$ cat src/rtl/mips_mc_ctrl_if.sv
// Instruction handshake, memory handshake and datapath control bundle for mips_mc_ctrl.
// The sequencer side is the master; the datapath/instruction source side is the slave.
interface mips_mc_ctrl_if #(
    parameter int CNT_W = 32
);
    logic             instr_valid;
    logic [31:0]      instr;
    logic             instr_ready;
    logic             mem_ready;
    logic [4:0]       rd;
    logic [4:0]       rs;
    logic [4:0]       rt;
    logic [15:0]      immediate;
    logic [1:0]       alu_control;
    logic             alu_src_imm;
    logic             imm_zero_ext;
    logic             reg_write;
    logic             mem_to_reg;
    logic             mem_read;
    logic             mem_write;
    logic             illegal;
    logic             mem_timeout;
    logic             retired;
    logic [CNT_W-1:0] retire_count;

    modport master (
        input  instr_valid, instr, mem_ready,
        output instr_ready, rd, rs, rt, immediate, alu_control, alu_src_imm,
               imm_zero_ext, reg_write, mem_to_reg, mem_read, mem_write,
               illegal, mem_timeout, retired, retire_count
    );

    modport slave (
        output instr_valid, instr, mem_ready,
        input  instr_ready, rd, rs, rt, immediate, alu_control, alu_src_imm,
               imm_zero_ext, reg_write, mem_to_reg, mem_read, mem_write,
               illegal, mem_timeout, retired, retire_count
    );
endinterface

$ cat src/rtl/mips_mc_ctrl.sv
// Multicycle sequencer for a MIPS subset: decodes one instruction at a time and steps the
// register-file/ALU/data-memory datapath through DECODE, EXEC, MEM and WB.
//
// state  | meaning
// IDLE   | waiting for an instruction, instr_ready high
// DECODE | fields registered; illegal pulse here for unsupported encodings
// EXEC   | ALU result settles
// MEM    | lw/sw access held until mem_ready or the timeout down-counter hits zero
// WB     | register write strobe (suppressed for rd==0) and retire pulse
module mips_mc_ctrl #(
    parameter int MEM_TIMEOUT = 15,
    parameter int CNT_W       = 32
) (
    input  logic          clock,
    input  logic          reset_n,
    mips_mc_ctrl_if.master bus
);
    localparam int TMR_W = (MEM_TIMEOUT > 2) ? $clog2(MEM_TIMEOUT) : 1;

    typedef enum logic [2:0] {
        S_IDLE,
        S_DECODE,
        S_EXEC,
        S_MEM,
        S_WB
    } state_t;

    state_t           state, state_nx;
    logic [TMR_W-1:0] tmr;
    logic [CNT_W-1:0] cnt;

    logic [4:0]  rd_q, rs_q, rt_q;
    logic [15:0] imm_q;
    logic [1:0]  alu_q;
    logic        src_imm_q, zext_q, legal_q, lw_q, sw_q;

    logic [4:0]  dec_rd;
    logic [1:0]  dec_alu;
    logic        dec_ok, dec_imm, dec_zext, dec_lw, dec_sw;

    logic instr_ready_c, illegal_c, timeout_c, retired_c;
    logic reg_write_c, mem_read_c, mem_write_c, accept;

    // Shift amount is not part of the supported subset.
    logic unused_shamt;
    assign unused_shamt = ^bus.instr[10:6];

    always_comb begin
        dec_ok   = 1'b1;
        dec_alu  = 2'b00;
        dec_imm  = 1'b1;
        dec_zext = 1'b0;
        dec_lw   = 1'b0;
        dec_sw   = 1'b0;
        dec_rd   = bus.instr[20:16];
        case (bus.instr[31:26])
            6'h00: begin
                dec_imm = 1'b0;
                dec_rd  = bus.instr[15:11];
                case (bus.instr[5:0])
                    6'h20:   dec_alu = 2'b00;
                    6'h22:   dec_alu = 2'b01;
                    6'h24:   dec_alu = 2'b10;
                    6'h25:   dec_alu = 2'b11;
                    default: dec_ok  = 1'b0;
                endcase
            end
            6'h08: dec_alu = 2'b00;
            6'h0C: begin
                dec_alu  = 2'b10;
                dec_zext = 1'b1;
            end
            6'h0D: begin
                dec_alu  = 2'b11;
                dec_zext = 1'b1;
            end
            6'h23:   dec_lw = 1'b1;
            6'h2B:   dec_sw = 1'b1;
            default: dec_ok = 1'b0;
        endcase
    end

    always_comb begin
        state_nx      = state;
        instr_ready_c = 1'b0;
        illegal_c     = 1'b0;
        timeout_c     = 1'b0;
        retired_c     = 1'b0;
        reg_write_c   = 1'b0;
        mem_read_c    = 1'b0;
        mem_write_c   = 1'b0;
        case (state)
            S_IDLE: begin
                instr_ready_c = 1'b1;
                if (bus.instr_valid) state_nx = S_DECODE;
            end
            S_DECODE: begin
                if (legal_q) begin
                    state_nx = S_EXEC;
                end else begin
                    illegal_c = 1'b1;
                    state_nx  = S_IDLE;
                end
            end
            S_EXEC: state_nx = (lw_q || sw_q) ? S_MEM : S_WB;
            S_MEM: begin
                mem_read_c  = lw_q;
                mem_write_c = sw_q;
                // mem_ready in the final counted cycle still completes the access.
                if (bus.mem_ready) begin
                    if (sw_q) begin
                        retired_c = 1'b1;
                        state_nx  = S_IDLE;
                    end else begin
                        state_nx = S_WB;
                    end
                end else if (tmr == '0) begin
                    timeout_c = 1'b1;
                    state_nx  = S_IDLE;
                end
            end
            S_WB: begin
                reg_write_c = (rd_q != 5'd0);
                retired_c   = 1'b1;
                state_nx    = S_IDLE;
            end
            default: state_nx = S_IDLE;
        endcase
    end

    assign accept = instr_ready_c && bus.instr_valid;

    always_ff @(posedge clock or negedge reset_n) begin
        if (!reset_n) begin
            state     <= S_IDLE;
            tmr       <= '0;
            cnt       <= '0;
            rd_q      <= '0;
            rs_q      <= '0;
            rt_q      <= '0;
            imm_q     <= '0;
            alu_q     <= '0;
            src_imm_q <= 1'b0;
            zext_q    <= 1'b0;
            legal_q   <= 1'b0;
            lw_q      <= 1'b0;
            sw_q      <= 1'b0;
        end else begin
            state <= state_nx;
            if (accept) begin
                rd_q      <= dec_rd;
                rs_q      <= bus.instr[25:21];
                rt_q      <= bus.instr[20:16];
                imm_q     <= bus.instr[15:0];
                alu_q     <= dec_alu;
                src_imm_q <= dec_imm;
                zext_q    <= dec_zext;
                legal_q   <= dec_ok;
                lw_q      <= dec_ok && dec_lw;
                sw_q      <= dec_ok && dec_sw;
            end
            // Loaded in EXEC so the first MEM cycle sees MEM_TIMEOUT-1 remaining.
            if (state == S_EXEC) begin
                tmr <= TMR_W'(MEM_TIMEOUT - 1);
            end else if (state == S_MEM && tmr != '0) begin
                tmr <= tmr - TMR_W'(1);
            end
            if (retired_c) cnt <= cnt + CNT_W'(1);
        end
    end

    assign bus.instr_ready  = instr_ready_c;
    assign bus.rd           = rd_q;
    assign bus.rs           = rs_q;
    assign bus.rt           = rt_q;
    assign bus.immediate    = imm_q;
    assign bus.alu_control  = alu_q;
    assign bus.alu_src_imm  = src_imm_q;
    assign bus.imm_zero_ext = zext_q;
    assign bus.mem_to_reg   = lw_q;
    assign bus.reg_write    = reg_write_c;
    assign bus.mem_read     = mem_read_c;
    assign bus.mem_write    = mem_write_c;
    assign bus.illegal      = illegal_c;
    assign bus.mem_timeout  = timeout_c;
    assign bus.retired      = retired_c;
    assign bus.retire_count = cnt;
endmodule

$ cat src/flat_wrapper.sv
// flat-port wrapper written by rule: the top's interface ports become plain ports
module mips_mc_ctrl_flat 
#(
    parameter int MEM_TIMEOUT = 15,
    parameter int CNT_W       = 32
)
  (clock, reset_n, bus_instr_valid, bus_instr, bus_mem_ready, bus_instr_ready, bus_rd, bus_rs, bus_rt, bus_immediate, bus_alu_control, bus_alu_src_imm, bus_imm_zero_ext, bus_reg_write, bus_mem_to_reg, bus_mem_read, bus_mem_write, bus_illegal, bus_mem_timeout, bus_retired, bus_retire_count);
  mips_mc_ctrl_if #(.CNT_W(CNT_W)) bus_i ();
  input  logic clock;
  input  logic reset_n;
  input wire logic [$bits(bus_i.instr_valid)-1:0] bus_instr_valid;
  input wire logic [$bits(bus_i.instr)-1:0] bus_instr;
  input wire logic [$bits(bus_i.mem_ready)-1:0] bus_mem_ready;
  output wire logic [$bits(bus_i.instr_ready)-1:0] bus_instr_ready;
  output wire logic [$bits(bus_i.rd)-1:0] bus_rd;
  output wire logic [$bits(bus_i.rs)-1:0] bus_rs;
  output wire logic [$bits(bus_i.rt)-1:0] bus_rt;
  output wire logic [$bits(bus_i.immediate)-1:0] bus_immediate;
  output wire logic [$bits(bus_i.alu_control)-1:0] bus_alu_control;
  output wire logic [$bits(bus_i.alu_src_imm)-1:0] bus_alu_src_imm;
  output wire logic [$bits(bus_i.imm_zero_ext)-1:0] bus_imm_zero_ext;
  output wire logic [$bits(bus_i.reg_write)-1:0] bus_reg_write;
  output wire logic [$bits(bus_i.mem_to_reg)-1:0] bus_mem_to_reg;
  output wire logic [$bits(bus_i.mem_read)-1:0] bus_mem_read;
  output wire logic [$bits(bus_i.mem_write)-1:0] bus_mem_write;
  output wire logic [$bits(bus_i.illegal)-1:0] bus_illegal;
  output wire logic [$bits(bus_i.mem_timeout)-1:0] bus_mem_timeout;
  output wire logic [$bits(bus_i.retired)-1:0] bus_retired;
  output wire logic [$bits(bus_i.retire_count)-1:0] bus_retire_count;
  assign bus_i.instr_valid = bus_instr_valid;
  assign bus_i.instr = bus_instr;
  assign bus_i.mem_ready = bus_mem_ready;
  assign bus_instr_ready = bus_i.instr_ready;
  assign bus_rd = bus_i.rd;
  assign bus_rs = bus_i.rs;
  assign bus_rt = bus_i.rt;
  assign bus_immediate = bus_i.immediate;
  assign bus_alu_control = bus_i.alu_control;
  assign bus_alu_src_imm = bus_i.alu_src_imm;
  assign bus_imm_zero_ext = bus_i.imm_zero_ext;
  assign bus_reg_write = bus_i.reg_write;
  assign bus_mem_to_reg = bus_i.mem_to_reg;
  assign bus_mem_read = bus_i.mem_read;
  assign bus_mem_write = bus_i.mem_write;
  assign bus_illegal = bus_i.illegal;
  assign bus_mem_timeout = bus_i.mem_timeout;
  assign bus_retired = bus_i.retired;
  assign bus_retire_count = bus_i.retire_count;
  mips_mc_ctrl #(.MEM_TIMEOUT(MEM_TIMEOUT), .CNT_W(CNT_W)) u_core (.clock(clock), .reset_n(reset_n), .bus(bus_i));
endmodule
$ cat config.mk
export PLATFORM = sky130hd
export DESIGN_NAME = mips_mc_ctrl_flat
export DESIGN_NICKNAME = d
export VERILOG_FILES = /design/src/rtl/mips_mc_ctrl_if.sv /design/src/rtl/mips_mc_ctrl.sv /design/src/flat_wrapper.sv
export SDC_FILE = /design/constraint.sdc
export NUM_CORES = 1
export LEC_CHECK = 0
export CORE_MARGIN = 1.5
export CORE_UTILIZATION = 40
export CTS_CLUSTER_DIAMETER = 120
export DETAILED_ROUTE_END_ITERATION = 7
export GPL_ROUTABILITY_DRIVEN = 1
export PLACE_DENSITY = 0.71
export SLEW_MARGIN = 20
export SYNTH_ARGS = -nofsm -noshare
export SYNTH_HDL_FRONTEND = slang
export SYNTH_SLANG_ARGS = --single-unit
$ cat constraint.sdc
create_clock -name clock -period 3.6 [get_ports clock]
set_clock_uncertainty 0.15 [all_clocks]
set_input_delay 0.72 -clock clock [delete_from_list [all_inputs] [get_ports clock]]
set_output_delay 0.72 -clock clock [all_outputs]
set_load 0.05 [all_outputs]
==> metrics.md, run 1 <==
| Metric | Value |
|---|---|
| I/O pins | 111 |
| Grt ovf | 0 |
| CTS H-tree lvls | 3 |
| Crit path capture type | output pin |
| Nets@finish | 514 |
| Die Span X | 98.8 µm |
| Clock network power share | 16.3% |
| Power density over the cells | 742 nW/µm² |
| Antenna Cells | 0 |
| Multi-input combinational cell area | 1640 µm² |
| Initial core utilization | 41.6% |
| Tmin final | 3.13 ns |
| F_max | 320 MHz |
| Slew Limit Headroom | 35.0% |
| Max-cap violations | 0 |
| Crit start category | register |
| Sequential fraction of the synthesis area | 52.5% |
| Residual DRC | 3 |
| Initial antenna violation count | 0 |
| Vias in the first global route | 2966 |
| PostCTS Resize Cnt | 0 |
| Worst-margin pin slew | 0.975 ns |
| Synth Cell Area | 3670 µm² |
| Worst path cell trace | inv_1, ha_1, nor3b_1, nand2_1, nor2_1, clkdlybuf4s50_1 |
| Setup ws final | 0.470 ns |
| Combinational power share | 49.3% |
| Clk slew on worst S/H paths | 0.09 ns |
| Post-Synth Adder-Cell Area | 0.682% |
| Area Overhead vs Synth | 37.1% |
| Die area | 9750 µm² |
| Most frequent cells in the layout | 108 x clkdlybuf4s50_1, 100 x nand2_1, 77 x dfrtp_1, 26 x xor2_1 |
| Avg Vias per Cell | 5.15 |
| Switch share | 47.5% |
| Post-Synth XOR/XNOR Area | 7.40% |
| RSZ-0062 raised after global routing | false |
| Period Utilization, post-route | 86.9% |
| Peak VDD IR | 0.529 mV |
| Hold Startpoint | u_core.bus.retire_count[31] |
| Violated checks | DRC |
| Outcome | finished with violations |
| Worst-path maximum fanout | 4 |
| Final Power | 3730 µW |
| Yosys reg bits | 77 |
| Largest family of logic cells by synthesized area | simple AND/OR/NAND/NOR gates |
| DP HPWL | 6250 µm |
| Mux share of post-synthesis cell area | 1.67% |
| Post-layout util | 57.1% |
| Reg power frac | 34.3% |
| P_leak | 0.00234 µW |
| Clock buffer depth | 2 |
| Internal | 1960 µW |
| CP required | 2.73 ns |
| FF-to-FF Start | u_core.state[0] |
| WS Path Type | register to output pin |
| Net Switching | 1770 µW |
| CP Launch Point | u_core.tmr[0] |
| Largest net degree at the start of global routing | 78 |
| Clock Latency Late Sink | 0.34 ns |
| CP max stage delay | 0.81 ns |
| Final setup vio count | 0 |
| Avg Cell Area, Syn | 9.99 µm² |
| Final WL | 8870 µm |
| Gr usage total | 18.9% |
| Storage cell area | 1930 µm² |
| Placement Setup Slack | 0.567 ns |
| Setup Fix Bufs, Post-CTS | 0 |
| Layout cells sized above 1 | 9.15% |
| Hold Crit Class | register to register |
| GPL Wtd Cong | 0.780 |
| FP Rows | 34 |
| Simple logic cell fraction of the synthesized area | 28.9% |
| IO Port Bufs | 110 |
| Vias | 3032 |
| CP max-delay cell | clkdlybuf4s50_1 |
| Hold-fix buffers at CTS | 0 |
| Post-synthesis cell count | 367 |
| Core Area | 8810 µm² |
| Arr. time, crit path | 2.26 ns |
| Hold WS | 0.320 ns |
| Initial DRC Count | 110 |
| Fin. max-slew vios | 0 |
| CTS tree | built |
| Root buffer cell | clkbuf_8 |
| Syn. warnings | 0 |
| First-pass GRT wire length | 14800 µm |
| Setup TNS | 0 ns |
| DRT Pass-1 Iters | 8 |
| Num CTS Buffers | 9 |
| Die Y | 98.8 µm |
| WL/cell | 15.1 µm |
| Commonest non-fill, non-tap cell in the layout | clkdlybuf4s50_1 |
| Synth Area in Compound Gates | 5.90% |
| Unique masters post-synth | 44 |
| Final hold violation count | 0 |
| Fillcell total | 805 |
| DRT antenna net count | 0 |
| Max FFs per register | 32 |
| Syn_nets | 405 |
| # clock sinks | 77 |
[per-layer routing]
layer,vias up,track usage [%],routed length [µm]
li1,1488,-,-
met1,1474,27.5,4240
met2,61,28.9,4180
met3,9,3.48,312
met4,0,5.82,133
met5,-,0,0
[critical path: cells and delay by family (launching register included)]
kind | cells | cell delay, ns
flip-flops | 1 | 0.39
buffers and inverters | 2 | 0.91
AND/OR/NAND/NOR | 3 | 0.43
adder cells (fa/ha/maj) | 1 | 0.21
[kinds of logic (layout without fill, tap and decap cells)]
| group | Yosys count | after routing |
|---|---|---|
| simple gates | 197 | 197 |
| mux | 6 | 6 |
| xor+xnor | 31 | 31 |
| compound gates | 32 | 32 |
| fa+ha+maj | 2 | 2 |
| buf+inv | 22 | 136 |
| flops | 77 | 77 |
[area by class of cell]
type	instances	share of cell area [%]
flip-flops and latches	77	38.3
multi-input cells	268	32.5
repair buffers	114	22.4
clock buffers	10	2.74
well taps	108	2.69
clock inverters	6	0.896
inverters	6	0.448
[stage by stage]
stage	std cells	cell area, µm²
floorplan	367	3670
global route	589	5030
finish	589	5030
global placement	573	4850
detailed placement	573	4850
CTS	589	5030
[Yosys cell counts]
cell type,number,area (µm²)
nor3_1,10,50.1
nor4_2,14,175
nand2_1,100,375
a2bb2oi_1,1,8.76
inv_2,1,3.75
and3b_2,1,10.0
nor4_4,1,21.3
and2_1,6,37.5
nor4_1,4,25.0
clkbuf_1,9,33.8
and2_0,1,6.26
buf_2,3,15.0
nand3_1,14,70.1
a22o_1,3,26.3
a31o_2,1,8.76
o21ai_0,13,65.1
a21o_1,2,15.0
nor3b_1,3,22.5
inv_1,5,18.8
buf_4,1,7.51
a22oi_1,1,7.51
a31oi_1,3,18.8
nand3b_1,1,7.51
dfrtp_1,77,1930
nor2b_1,3,18.8
mux2i_1,5,50.1
nor4b_1,2,17.5
o311ai_0,1,8.76
a21oi_1,6,30.0
or4_1,1,7.51
buf_6,2,22.5
or3b_2,1,8.76
nand4_2,1,12.5
ha_1,2,25.0
a32oi_4,1,27.5
nand2b_1,1,6.26
and3_1,8,50.1
and4_1,4,35.0
nor2_1,11,41.3
xnor2_1,5,43.8
buf_1,1,3.75
mux2_2,1,11.3
nand4_1,10,62.6
xor2_1,26,228
[path summary, 6_finish.rpt]
path	slack (ns)	cells past startpoint	endpoint
worst max-delay path	0.47	6	bus_mem_timeout
worst min-delay path	0.32	1	u_core.bus.retire_count[31]
worst max register to register	1.32	5	u_core.bus.alu_control[0]
worst min register to register	0.32	1	u_core.bus.retire_count[31]
max in group asynchronous	2.29	1	u_core.state[1]
min in group asynchronous	0.38	1	u_core.bus.rs[3]
[power by group through the flow]
stage / combinational, µW / sequential [µW] / clock, µW
after floorplan: 546 / 1960 / 0
after global placement: 1830 / 1280 / 0
after detailed placement: 1860 / 1290 / 0
after CTS: 1860 / 1280 / 627
after global routing: 1960 / 1320 / 666
final: 1840 / 1280 / 609
Note: power is estimated with default switching activity, not from simulation.
==> run 2: changes to the inputs <==
--- a/config.mk
+++ b/config.mk
@@ -13,2 +13,3 @@
 export PLACE_DENSITY = 0.71
+export SKIP_CTS_REPAIR_TIMING = 1
 export SLEW_MARGIN = 20
==> constraint.sdc (replaced) <==
create_clock -name clock -period 3.6 [get_ports clock]
set_clock_uncertainty 0.15 [all_clocks]
set_input_delay 0.54 -clock clock [delete_from_list [all_inputs] [get_ports clock]]
set_output_delay 0.54 -clock clock [all_outputs]
set_load 0.05 [all_outputs]
==> metrics.md, run 2 (synthesis gave the netlist of run 1 again) <==
| Metric | Value |
|---|---|
| Clk slew on worst S/H paths | 0.09 ns (about the same) |
| Clock buffer depth | 2 (unchanged) |
| Max FFs per register | 32 (unchanged) |
| DRT antenna net count | 0 (unchanged) |
| Die area | 9750 µm² (unchanged) |
| Crit start category | register |
| CTS H-tree lvls | 3 (unchanged) |
| Setup slack, reg-to-reg | 1.34 ns (+0.02 ns) |
| Worst path cell trace | inv_1, ha_1, nor3b_1, nand2_1, nor2_1, clkdlybuf4s50_1 |
| Crit path capture | bus_mem_timeout |
| Placement Setup Slack | 0.899 ns (+0.332 ns) |
| Area Overhead vs Synth | 37.8% |
| Power density over the cells | 750 nW/µm² (+1.2%) |
| GPL Wtd Cong | 0.763 (-2.2%) |
| Vias | 3024 (-0.26%) |
| Worst-path maximum fanout | 4 (unchanged) |
| Layout cells sized above 1 | 9.15% (unchanged) |
| Worst Reg-to-Reg Cells | 5 (unchanged) |
| Final setup vio count | 0 (unchanged) |
| Crit path capture type | output pin |
| WS Path Type | register to output pin |
| Setup ws final | 0.610 ns (+0.140 ns) |
| Peak VDD IR | 0.562 mV (+6.2%) |
| Post-layout util | 57.4% (+0.30 points) |
| Most frequent cells in the layout | 108 x clkdlybuf4s50_1, 100 x nand2_1, 77 x dfrtp_1, 26 x xor2_1 |
| Avg Vias per Cell | 5.13 (-0.26%) |
| Hold Crit Class | primary input to asynchronous set/reset pin |
| Period Utilization, post-route | 83.0% (-3.9 points) |
| Setup TNS | 0 ns (unchanged) |
| Die Y | 98.8 µm (unchanged) |
| Arr. time, crit path | 2.30 ns (+0.04 ns) |
| Instance count on the critical path | 6 (unchanged) |
| F_max | 334 MHz (+4.7%) |
| WL/cell | 14.9 µm (-1.1%) |
| Vias in the first global route | 2915 (-1.7%) |
| Commonest non-fill, non-tap cell in the layout | clkdlybuf4s50_1 |
| Initial core utilization | 41.6% (unchanged) |
| P_leak | 0.00235 µW (+0.59%) |
| I/O pins | 111 (unchanged) |
| DRT Pass-1 Iters | 8 (unchanged) |
| Fin. max-slew vios | 0 (unchanged) |
| Core Area | 8810 µm² (unchanged) |
| Final Power | 3790 µW (+1.7%) |
| Root buffer cell | clkbuf_8 |
| Slew Limit Headroom | 35.3% (+0.34 points) |
| CP delay by family, top | buffers and inverters |
| Residual DRC | 3 (unchanged) |
| Outcome | finished with violations |
| CP Launch Point | u_core.tmr[0] |
| Antenna Cells | 0 (unchanged) |
| Reg-to-reg endpoint | u_core.bus.retire_count[14] |
| FP Rows | 34 (unchanged) |
| RSZ-0062 raised after global routing | false |
| DP HPWL | 6200 µm (-0.68%) |
| Initial antenna violation count | 0 (unchanged) |
| IO Port Bufs | 110 (unchanged) |
| Largest net degree at the start of global routing | 78 (unchanged) |
| Nets@finish | 514 (unchanged) |
| Violated checks | DRC |
| CTS tree | built |
| Final WL | 8760 µm (-1.1%) |
| FF-to-FF Start | u_core.state[0] |
| Max-cap violations | 0 (unchanged) |
| # clock sinks | 77 (unchanged) |
| Grt ovf | 0 (unchanged) |
| Die Span X | 98.8 µm (unchanged) |
| CP required | 2.91 ns (+0.18 ns) |
| Gr usage total | 19.0% (+0.038 points) |
| Clock Latency Late Sink | 0.34 ns (about the same) |
| First-pass GRT wire length | 14700 µm (-1.1%) |
| CP max-delay cell | clkdlybuf4s50_1 |
| Final hold violation count | 0 (unchanged) |
| Tmin final | 2.99 ns (-0.140 ns) |
| Num CTS Buffers | 9 (unchanged) |
| Initial DRC Count | 164 (+49%) |
| Worst-margin pin slew | 0.970 ns (-0.00510 ns) |
| CP max stage delay | 0.81 ns (about the same) |
| CP Buf/Inv Count | 2 (unchanged) |
==> run 2: changes by cell type in the layout (fill, tap and decap cells not counted) <==
cell        change
clkinv_2        -1
clkinv_4        +2
clkinvlp_4      -1
inv_6           -1
bufinv_16       +1
==> run 2: stage by stage <==
stage                     instances  area (µm²)  hold slack, ns
after global routing            589        5050           0.248
final                           589        5050           0.176
after detailed placement        573        4850           0.311
after global placement          573        4850           0.307
after floorplan                 367        3670          0.0944
after CTS                       589        5050           0.230
==> run 2: layout make-up <==
| type | instances | area [µm²] |
|---|---|---|
| fill | 786 | 3750 |
| clock inverter | 6 | 71.3 |
| timing repair buffer | 114 | 1130 |
| clock buffer | 10 | 138 |
| tap | 108 | 135 |
| inverter | 6 | 22.5 |
| sequential | 77 | 1930 |
| multi-input combinational | 268 | 1640 |
==> run 2: layer usage <==
metal	track usage, %	part of all wire [%]
met5	0	0
met4	6.59	1.6
met3	3.05	3.6
met2	30.5	48
met1	26.2	47
==> run 2: power by group <==
part / switching, µW / internal [µW]
combinational: 1250 / 586
sequential: 179 / 1100
clock: 331 / 344
total: 1760 / 2030
==> run 2: worst min-delay path by stage <==
stage                                            to  depth (start not counted)                startpoint  slack [ns]
final                              u_core.bus.rs[3]                          1                   reset_n        0.18
after global routing               u_core.bus.rt[1]                          1                   reset_n        0.25
after CTS                          u_core.bus.rs[2]                          1                   reset_n        0.23
after detailed placement   u_core.bus.immediate[12]                          2  u_core.bus.immediate[12]        0.31
after global placement      u_core.bus.immediate[1]                          2   u_core.bus.immediate[1]        0.31
after floorplan           u_core.bus.alu_control[0]                          0                   reset_n        0.09
==> run 2: worst reg2reg max path: stages, from the launching register on <==
cell and delay [ns]:
dfrtp_1 0.51, and3b_2 0.32, a32oi_4 0.52, buf_4 0.37, nor4_1 0.11, xor2_1 0.16
==> run 3: changes to the inputs <==
Clock period 3.6 ns to 2.8 ns, I/O delays scaled along.
==> metrics.md, run 3 (synthesis gave the netlist of run 1 again) <==
| Metric | Value |
|---|---|
| CTS H-tree lvls | 3 (unchanged) |
| WL/cell | 14.9 µm (+0.18%) |
| CP max stage delay | 0.80 ns (about the same) |
| Most frequent cells in the layout | 106 x clkdlybuf4s50_1, 100 x nand2_1, 77 x dfrtp_1, 26 x xor2_1 |
| Worst path cell trace | and3b_2, and2_1, clkdlybuf4s50_1 |
| Switch share | 46.8% (+0.33 points) |
| Clock network power share | 16.3% (-1.5 points) |
| I/O pins | 111 (unchanged) |
| Placed Area | 4860 µm² (+0.26%) |
| Violated checks | DRC |
| Max FFs per register | 32 (unchanged) |
| Vias | 3055 (+1.0%) |
| Clock Latency Late Sink | 0.34 ns (about the same) |
| Net Switching | 2250 µW (+28%) |
| Hold Crit Class | primary input to asynchronous set/reset pin |
| Gr usage total | 19.1% (+0.13 points) |
| Initial antenna violation count | 0 (unchanged) |
| Design Area, Final | 5050 µm² (-0.15%) |
| Outcome | finished with violations |
| Slew Limit Headroom | 36.2% (+0.83 points) |
| Initial core utilization | 41.6% (unchanged) |
| CTS tree | built |
| Reg-to-reg endpoint | u_core.bus.retire_count[10] |
| First-pass GRT wire length | 15000 µm (+2.3%) |
| Setup TNS | 0 ns (unchanged) |
| Post-layout util | 57.3% (-0.085 points) |
| F_max | 375 MHz |
| Internal | 2560 µW (+26%) |
| GPL Wtd Cong | 0.839 (+9.9%) |
| CP required | 2.23 ns (-0.68 ns) |
| CP Buf/Inv Count | 1 (-1) |
| Peak VDD IR | 0.702 mV (+25%) |
| Commonest non-fill, non-tap cell in the layout | clkdlybuf4s50_1 |
| Worst Reg-to-Reg Cells | 5 (unchanged) |
| Arr. time, crit path | 2.10 ns (-0.20 ns) |
| Power density over the cells | 953 nW/µm² (+27%) |
| Worst-path maximum fanout | 12 (+8) |
| Tmin final | 2.67 ns |
| DP HPWL | 6330 µm (+2.0%) |
| # clock sinks | 77 (unchanged) |
| Max-cap violations | 0 (unchanged) |
| FP Rows | 34 (unchanged) |
| Largest net degree at the start of global routing | 78 (unchanged) |
| Die area | 9750 µm² (unchanged) |
| Die Span X | 98.8 µm (unchanged) |
| Fillcell total | 782 (-0.51%) |
| Initial DRC Count | 108 (-34%) |
| Root buffer cell | clkbuf_8 |
| Num CTS Buffers | 9 (unchanged) |
| Core Area | 8810 µm² (unchanged) |
| CP delay by family, top | buffers and inverters |
| DRT antenna net count | 0 (unchanged) |
| Vias in the first global route | 2998 (+2.8%) |
| Layout cells sized above 1 | 9.52% (+0.38 points) |
| Final WL | 8810 µm (+0.52%) |
| Die Y | 98.8 µm (unchanged) |
| Residual DRC | 3 (unchanged) |
| IO Port Bufs | 110 (unchanged) |
| Final setup vio count | 0 (unchanged) |
| Combinational power share | 49.5% (+1.0 points) |
| Crit start category | register |
| RSZ-0062 raised after global routing | false |
| Clk slew on worst S/H paths | 0.08 ns (about the same) |
| Setup slack, reg-to-reg | 0.67 ns (-0.67 ns) |
| Final hold violation count | 0 (unchanged) |
| P_leak | 0.00237 µW (+0.67%) |
| Crit path capture type | output pin |
| Fin. max-slew vios | 0 (unchanged) |
| Clock buffer depth | 2 (unchanged) |
| Period Utilization, post-route | 95.3% |
| FF-to-FF Start | u_core.state[0] |
| CP max-delay cell | clkdlybuf4s50_1 |
| Nets@finish | 516 (+0.39%) |
| Antenna Cells | 0 (unchanged) |
| WS Path Type | register to output pin |
| Grt ovf | 0 (unchanged) |
| Avg Vias per Cell | 5.17 (+0.68%) |
| Area Overhead vs Synth | 37.6% |
| Worst-margin pin slew | 0.958 ns (-0.0125 ns) |
| Reg power frac | 34.2% (+0.5 points) |
| DRT Pass-1 Iters | 6 (-2) |
-- run 3: worst reg2reg max path, cell delays in order (launching register included) --
cell,delay [ns]
dfrtp_1,0.53
and3b_2,0.30
a32oi_4,0.13
buf_4,0.28
nor4b_1,0.46
xor2_1,0.20
-- run 3: final cells by class --
cell class | instances | area, µm² | area share [%]
clock buffer | 12 | 155 | 3.07
clock inverter | 4 | 31.3 | 0.620
inverter | 6 | 22.5 | 0.446
multi-input combinational | 268 | 1640 | 32.4
sequential | 77 | 1930 | 38.2
tap | 108 | 135 | 2.68
timing repair buffer | 116 | 1140 | 22.6
-- run 3: per-stage QoR --
stage	setup WS, ns	power (µW)	instances	hold WS [ns]
CTS	0.00149	4850	591	0.108
global placement	0.435	4020	575	0.307
global route	0.0306	5090	591	0.147
detailed placement	0.404	4060	575	0.315
finish	0.131	4810	591	0.0691
floorplan	0.164	3220	367	-0.0256
-- run 3: worst max-delay path by stage --
stage | from | to | slack (ns) | depth (start not counted)
floorplan | u_core.state[2] | u_core.bus.rd[4] | 0.16 | 5
finish | u_core.state[0] | bus_mem_write | 0.13 | 3
global placement | u_core.state[0] | bus_reg_write | 0.44 | 4
CTS | u_core.state[0] | bus_reg_write | 0.001 | 4
detailed placement | bus_instr[27] | u_core.legal_q | 0.40 | 5
global route | u_core.state[0] | bus_mem_read | 0.03 | 3
-- run 3: power by group through the flow --
stage	sequential, µW	combinational [µW]	clock, µW
floorplan	2520	702	0
global placement	1650	2370	0
detailed placement	1660	2400	0
finish	1640	2380	785
CTS	1640	2410	805
global route	1690	2540	857
-- run 3: metal layers --
| layer | GRT usage, % | part of all wire, % | vias up |
|---|---|---|---|
| met5 | 0 | 0 | - |
| met4 | 8.13 | 1.8 | 0 |
| met3 | 3.19 | 4.5 | 14 |
| met2 | 29.3 | 47 | 68 |
| met1 | 26.9 | 46 | 1486 |
| li1 | - | - | 1487 |
==> edit 1: new RTL, settings of run 3 <==
`CNT_W` is set to 32 in 3 places; all go to 40.
--- a/src/rtl/mips_mc_ctrl_if.sv
+++ b/src/rtl/mips_mc_ctrl_if.sv
@@ -1,7 +1,7 @@
 // Instruction handshake, memory handshake and datapath control bundle for mips_mc_ctrl.
 // The sequencer side is the master; the datapath/instruction source side is the slave.
 interface mips_mc_ctrl_if #(
-    parameter int CNT_W = 32
+    parameter int CNT_W = 40
 );
     logic             instr_valid;
     logic [31:0]      instr;
--- a/src/rtl/mips_mc_ctrl.sv
+++ b/src/rtl/mips_mc_ctrl.sv
@@ -9,7 +9,7 @@
 // WB     | register write strobe (suppressed for rd==0) and retire pulse
 module mips_mc_ctrl #(
     parameter int MEM_TIMEOUT = 15,
-    parameter int CNT_W       = 32
+    parameter int CNT_W       = 40
 ) (
     input  logic          clock,
     input  logic          reset_n,
--- a/src/flat_wrapper.sv
+++ b/src/flat_wrapper.sv
@@ -2,7 +2,7 @@
 module mips_mc_ctrl_flat 
 #(
     parameter int MEM_TIMEOUT = 15,
-    parameter int CNT_W       = 32
+    parameter int CNT_W       = 40
 )
   (clock, reset_n, bus_instr_valid, bus_instr, bus_mem_ready, bus_instr_ready, bus_rd, bus_rs, bus_rt, bus_immediate, bus_alu_control, bus_alu_src_imm, bus_imm_zero_ext, bus_reg_write, bus_mem_to_reg, bus_mem_read, bus_mem_write, bus_illegal, bus_mem_timeout, bus_retired, bus_retire_count);
   mips_mc_ctrl_if #(.CNT_W(CNT_W)) bus_i ();
Ports: changed (resized bus_retire_count); port bits go from 111 to 119. No check against the original RTL was run, so the function may have changed too.
==> edit 1 against run 3 <==
- utilization down 0.15 points
- die area up 11%
- sequential cell count up 8
- clock power up 14%
- design area up 12%
- global-route usage down 0.10 points
- total power up 7.0%
- worst setup slack better by 0.0080 ns
- area after synthesis up 12%
- first-iteration DRC count down 4.6%
- combinational power up 4%
- via count up 11%
- wire length up 12%
- largest power group unchanged
- highest routed layer unchanged
==> edit 1: results (changes against run 3) <==
- The run finished with clean final reports.
- Wire length of the first global-routing pass: 16600 µm (+11%)
- The maximum single-stage delay on the critical path was 0.90 ns (+0.10 ns).
- Worst Setup Slack post-DPL: 0.517 ns (+0.113 ns)
- Fin cells: 665 (+13%)
* Number of design-rule violations left by the first detailed-router iteration: 103 (-4.6%)
- Share of the yosys chip area belonging to registers: 51.9% (-0.67 points)
- The headroom to the max-slew limit came to 59.4% (+23 points).
- Number of global-route vias before repair: 3283 (+9.5%)
- IO Port Bufs: 118 (+7.3%)
- Total sequential power: 1.77 mW (+8%)
- Met2 track utilization from global routing: 30.2% (+0.94 points)
- The total half-perimeter wirelength after legalization and detailed placement was 7180 µm (+14%).
- The vias per cell was 5.08 (-1.6%).
- The total placed cells including tap cells is 648 (+13%).
* Post-synthesis net count: 447 (+10%)
- The routed metal-1 wire length was 4400 µm (+8.1%).
* Combinational gate power: 2.48 mW (+4%)
* Final-layout worst hold slack: 0.328 ns (+0.259 ns)
- The final-stage net count was 565 (+9.5%).
- The met3 track demand over resource in global routing was 7.02% (+3.8 points).
- The setup slack of the worst register-to-register path came to 0.70 ns (+0.03 ns).
- Combinational fraction of design power: 48.2% (-1.3 points)
- The worst hold path belongs to the class reg2reg.
* Critical path destination: bus_instr_ready
* Largest fanout on the critical path: 7 (-5)
* Met1 Track Usage GR: 24.5% (-2.3 points)
- Top cells by area in the synthesized netlist: sky130_fd_sc_hd__dfrtp_1, sky130_fd_sc_hd__nand2_1, sky130_fd_sc_hd__xor2_1
- The commonest cells after synthesis are sky130_fd_sc_hd__nand2_1, sky130_fd_sc_hd__dfrtp_1, sky130_fd_sc_hd__xor2_1.
- The static leakage came to 2.63 nW (+11%).
- The number of flip-flops under the largest register name is 40 (+25%).
- Period utilization: 95.0% (-0.29 points)
- Largest net degree at the start of global routing: 55 (-29%)
* IR drop worst, VDD: 691 µV (-1.5%)
==> edit 1: cell types whose count changed after synthesis, sizes merged, moves of 5 or more <==
cell	delta
o21ai	-5
buf	+8
nand4	+5
xor2	+7
dfrtp	+8
and3	-5
nand2	+11
nor3	+9
==> edit 1: area by class of cell <==
class | count | area (µm²) | area share, %
flip-flops and latches | 85 | 2130 | 37.7
multi-input cells | 298 | 1830 | 32.5
repair buffers | 127 | 1290 | 22.9
well taps | 133 | 166 | 2.95
clock buffers | 9 | 124 | 2.20
clock inverters | 7 | 77.6 | 1.38
inverters | 6 | 22.5 | 0.399
==> edit 1: cells by family after synthesis <==
kind of cell,Yosys count,share of synthesized area (%)
compound gates,23,3.91
xor+xnor,41,8.76
fa+ha+maj,2,0.610
buf+inv,26,3.42
flops,85,51.9
mux,8,2.01
simple gates,224,29.4
==> edit 2: new RTL, settings of run 3 <==
Made on the original files. Encoding of `state_t`: now Gray code (3 bits for 5 states).
--- a/src/rtl/mips_mc_ctrl.sv
+++ b/src/rtl/mips_mc_ctrl.sv
@@ -18,11 +18,11 @@
     localparam int TMR_W = (MEM_TIMEOUT > 2) ? $clog2(MEM_TIMEOUT) : 1;
 
     typedef enum logic [2:0] {
-        S_IDLE,
-        S_DECODE,
-        S_EXEC,
-        S_MEM,
-        S_WB
+        S_IDLE   = 3'b000,
+        S_DECODE = 3'b001,
+        S_EXEC   = 3'b011,
+        S_MEM    = 3'b010,
+        S_WB     = 3'b110
     } state_t;
 
     state_t           state, state_nx;
Function: same outputs for any inputs over 10 cycles, from zero or initial values and one cycle with reset_n low; not proved beyond that.
==> edit 2 against run 3 <==
- global-route usage is 0.097 points higher
- worst setup slack better by 0.090 ns
- wire length is 9.0% lower
- count of clock-buffer cells in the layout is 2 lower
- clock power is 2.7% higher
- area after synthesis is 5.6% lower
- sequential cell count stayed put
- design area is 2.9% lower
- combinational power is 5% higher
- total power is 4.3% higher
- hold slack better by 0.26 ns
- critical endpoint is now bus_illegal
==> edit 2: results (changes against run 3) <==
- Share of the yosys chip area belonging to registers: 55.7% (+3.1 points)
* Total leakage power: 2.28 nW (-3.6%)
- Total global-route track usage: 19.2% (+0.097 points)
- The min-delay analysis places its worst path in the category reg2reg.
* Per-cell via count in the routed design: 4.96 (-4.1%)
- Number of design-rule violations left by the first detailed-router iteration: 110 (+1.9%)
- Length of the first detailed-routing pass in iterations: 4 (-2)
- The wire length of the first global-routing pass was 13500 µm (-10%).
- The total placed cells including tap cells came to 566 (-1.6%).
- The number of vias in the routed layout came to 2886 (-5.5%).
- The final worst hold slack is 0.325 ns (+0.256 ns).
* Critical path destination: bus_illegal
- The slack of the critical path came to 0.221 ns (+0.0903 ns).
- The total half-perimeter wirelength after legalization and detailed placement came to 5910 µm (-6.5%).
- Layout cells sized above 1: 7.13% (-2.4 points)
* Reg-to-reg endpoint: u_core.bus.retire_count[26]
- Ranked by total cell area, the synthesized netlist is headed by sky130_fd_sc_hd__dfrtp_1, sky130_fd_sc_hd__nand2_1, sky130_fd_sc_hd__xnor2_1.
* Average cell area after synthesis: 9.62 µm² (-3.8%)
- The worst-case vdd ir drop is 692 µV (-1.4%).
- CP arrival: 2.01 ns (-0.09 ns)
- The largest fanout of any net on the critical path was 14 (+2).
- Commonest cells post-synth: sky130_fd_sc_hd__nand2_1, sky130_fd_sc_hd__dfrtp_1, sky130_fd_sc_hd__nor2_1
- Placed cell area: 0.00471 mm² (-3.1%)
* CP peak stage delay: 0.84 ns (+0.04 ns)
* Post-synthesis net count: 398 (-1.7%)
- Worst Setup Slack post-DPL: 0.248 ns (-0.156 ns)
- Critical R2R Launch: u_core.bus.retire_count[4]
* Cell count of the worst hold path: 2
- The transition at the pin with the smallest max-transition slack is 0.555 ns (-0.403 ns).
- The flow ran to the end, and the final reports show no timing, DRC or antenna violations.
## edit 2: layout make-up
| class | count | area (µm²) |
|---|---|---|
| Fill cell | 750 | 3400 |
| Timing Repair Buffer | 117 | 1180 |
| Tap cell | 105 | 131 |
| Clock buffer | 10 | 128 |
| Sequential cell | 77 | 1930 |
| Multi-Input combinational cell | 260 | 1460 |
| Inverter | 8 | 30.0 |
| Clock inverter | 5 | 52.6 |
## edit 2: logic make-up after synthesis
logic type      count (synthesis)  share of synthesized area, %
buf+inv                        23                          2.78
flops                          77                          55.7
fa+ha+maj                       2                         0.723
mux                             6                          1.77
compound gates                 31                          5.71
simple gates                  190                          25.5
xor+xnor                       31                          7.84
## edit 2: power breakdown
group	switching [mW]	internal, mW
registers	0.273	1.44
clock network	0.403	0.403
logic	1.65	0.839
## edit 2: per-layer routing
layer  up-vias  track usage (%)  part of all wire, %
li1       1420                -                    -
met3         9             7.90                  8.6
met5         -                0                    0
met2        91             30.2                   46
met1      1366             24.3                   44
met4         0             5.51                 0.95
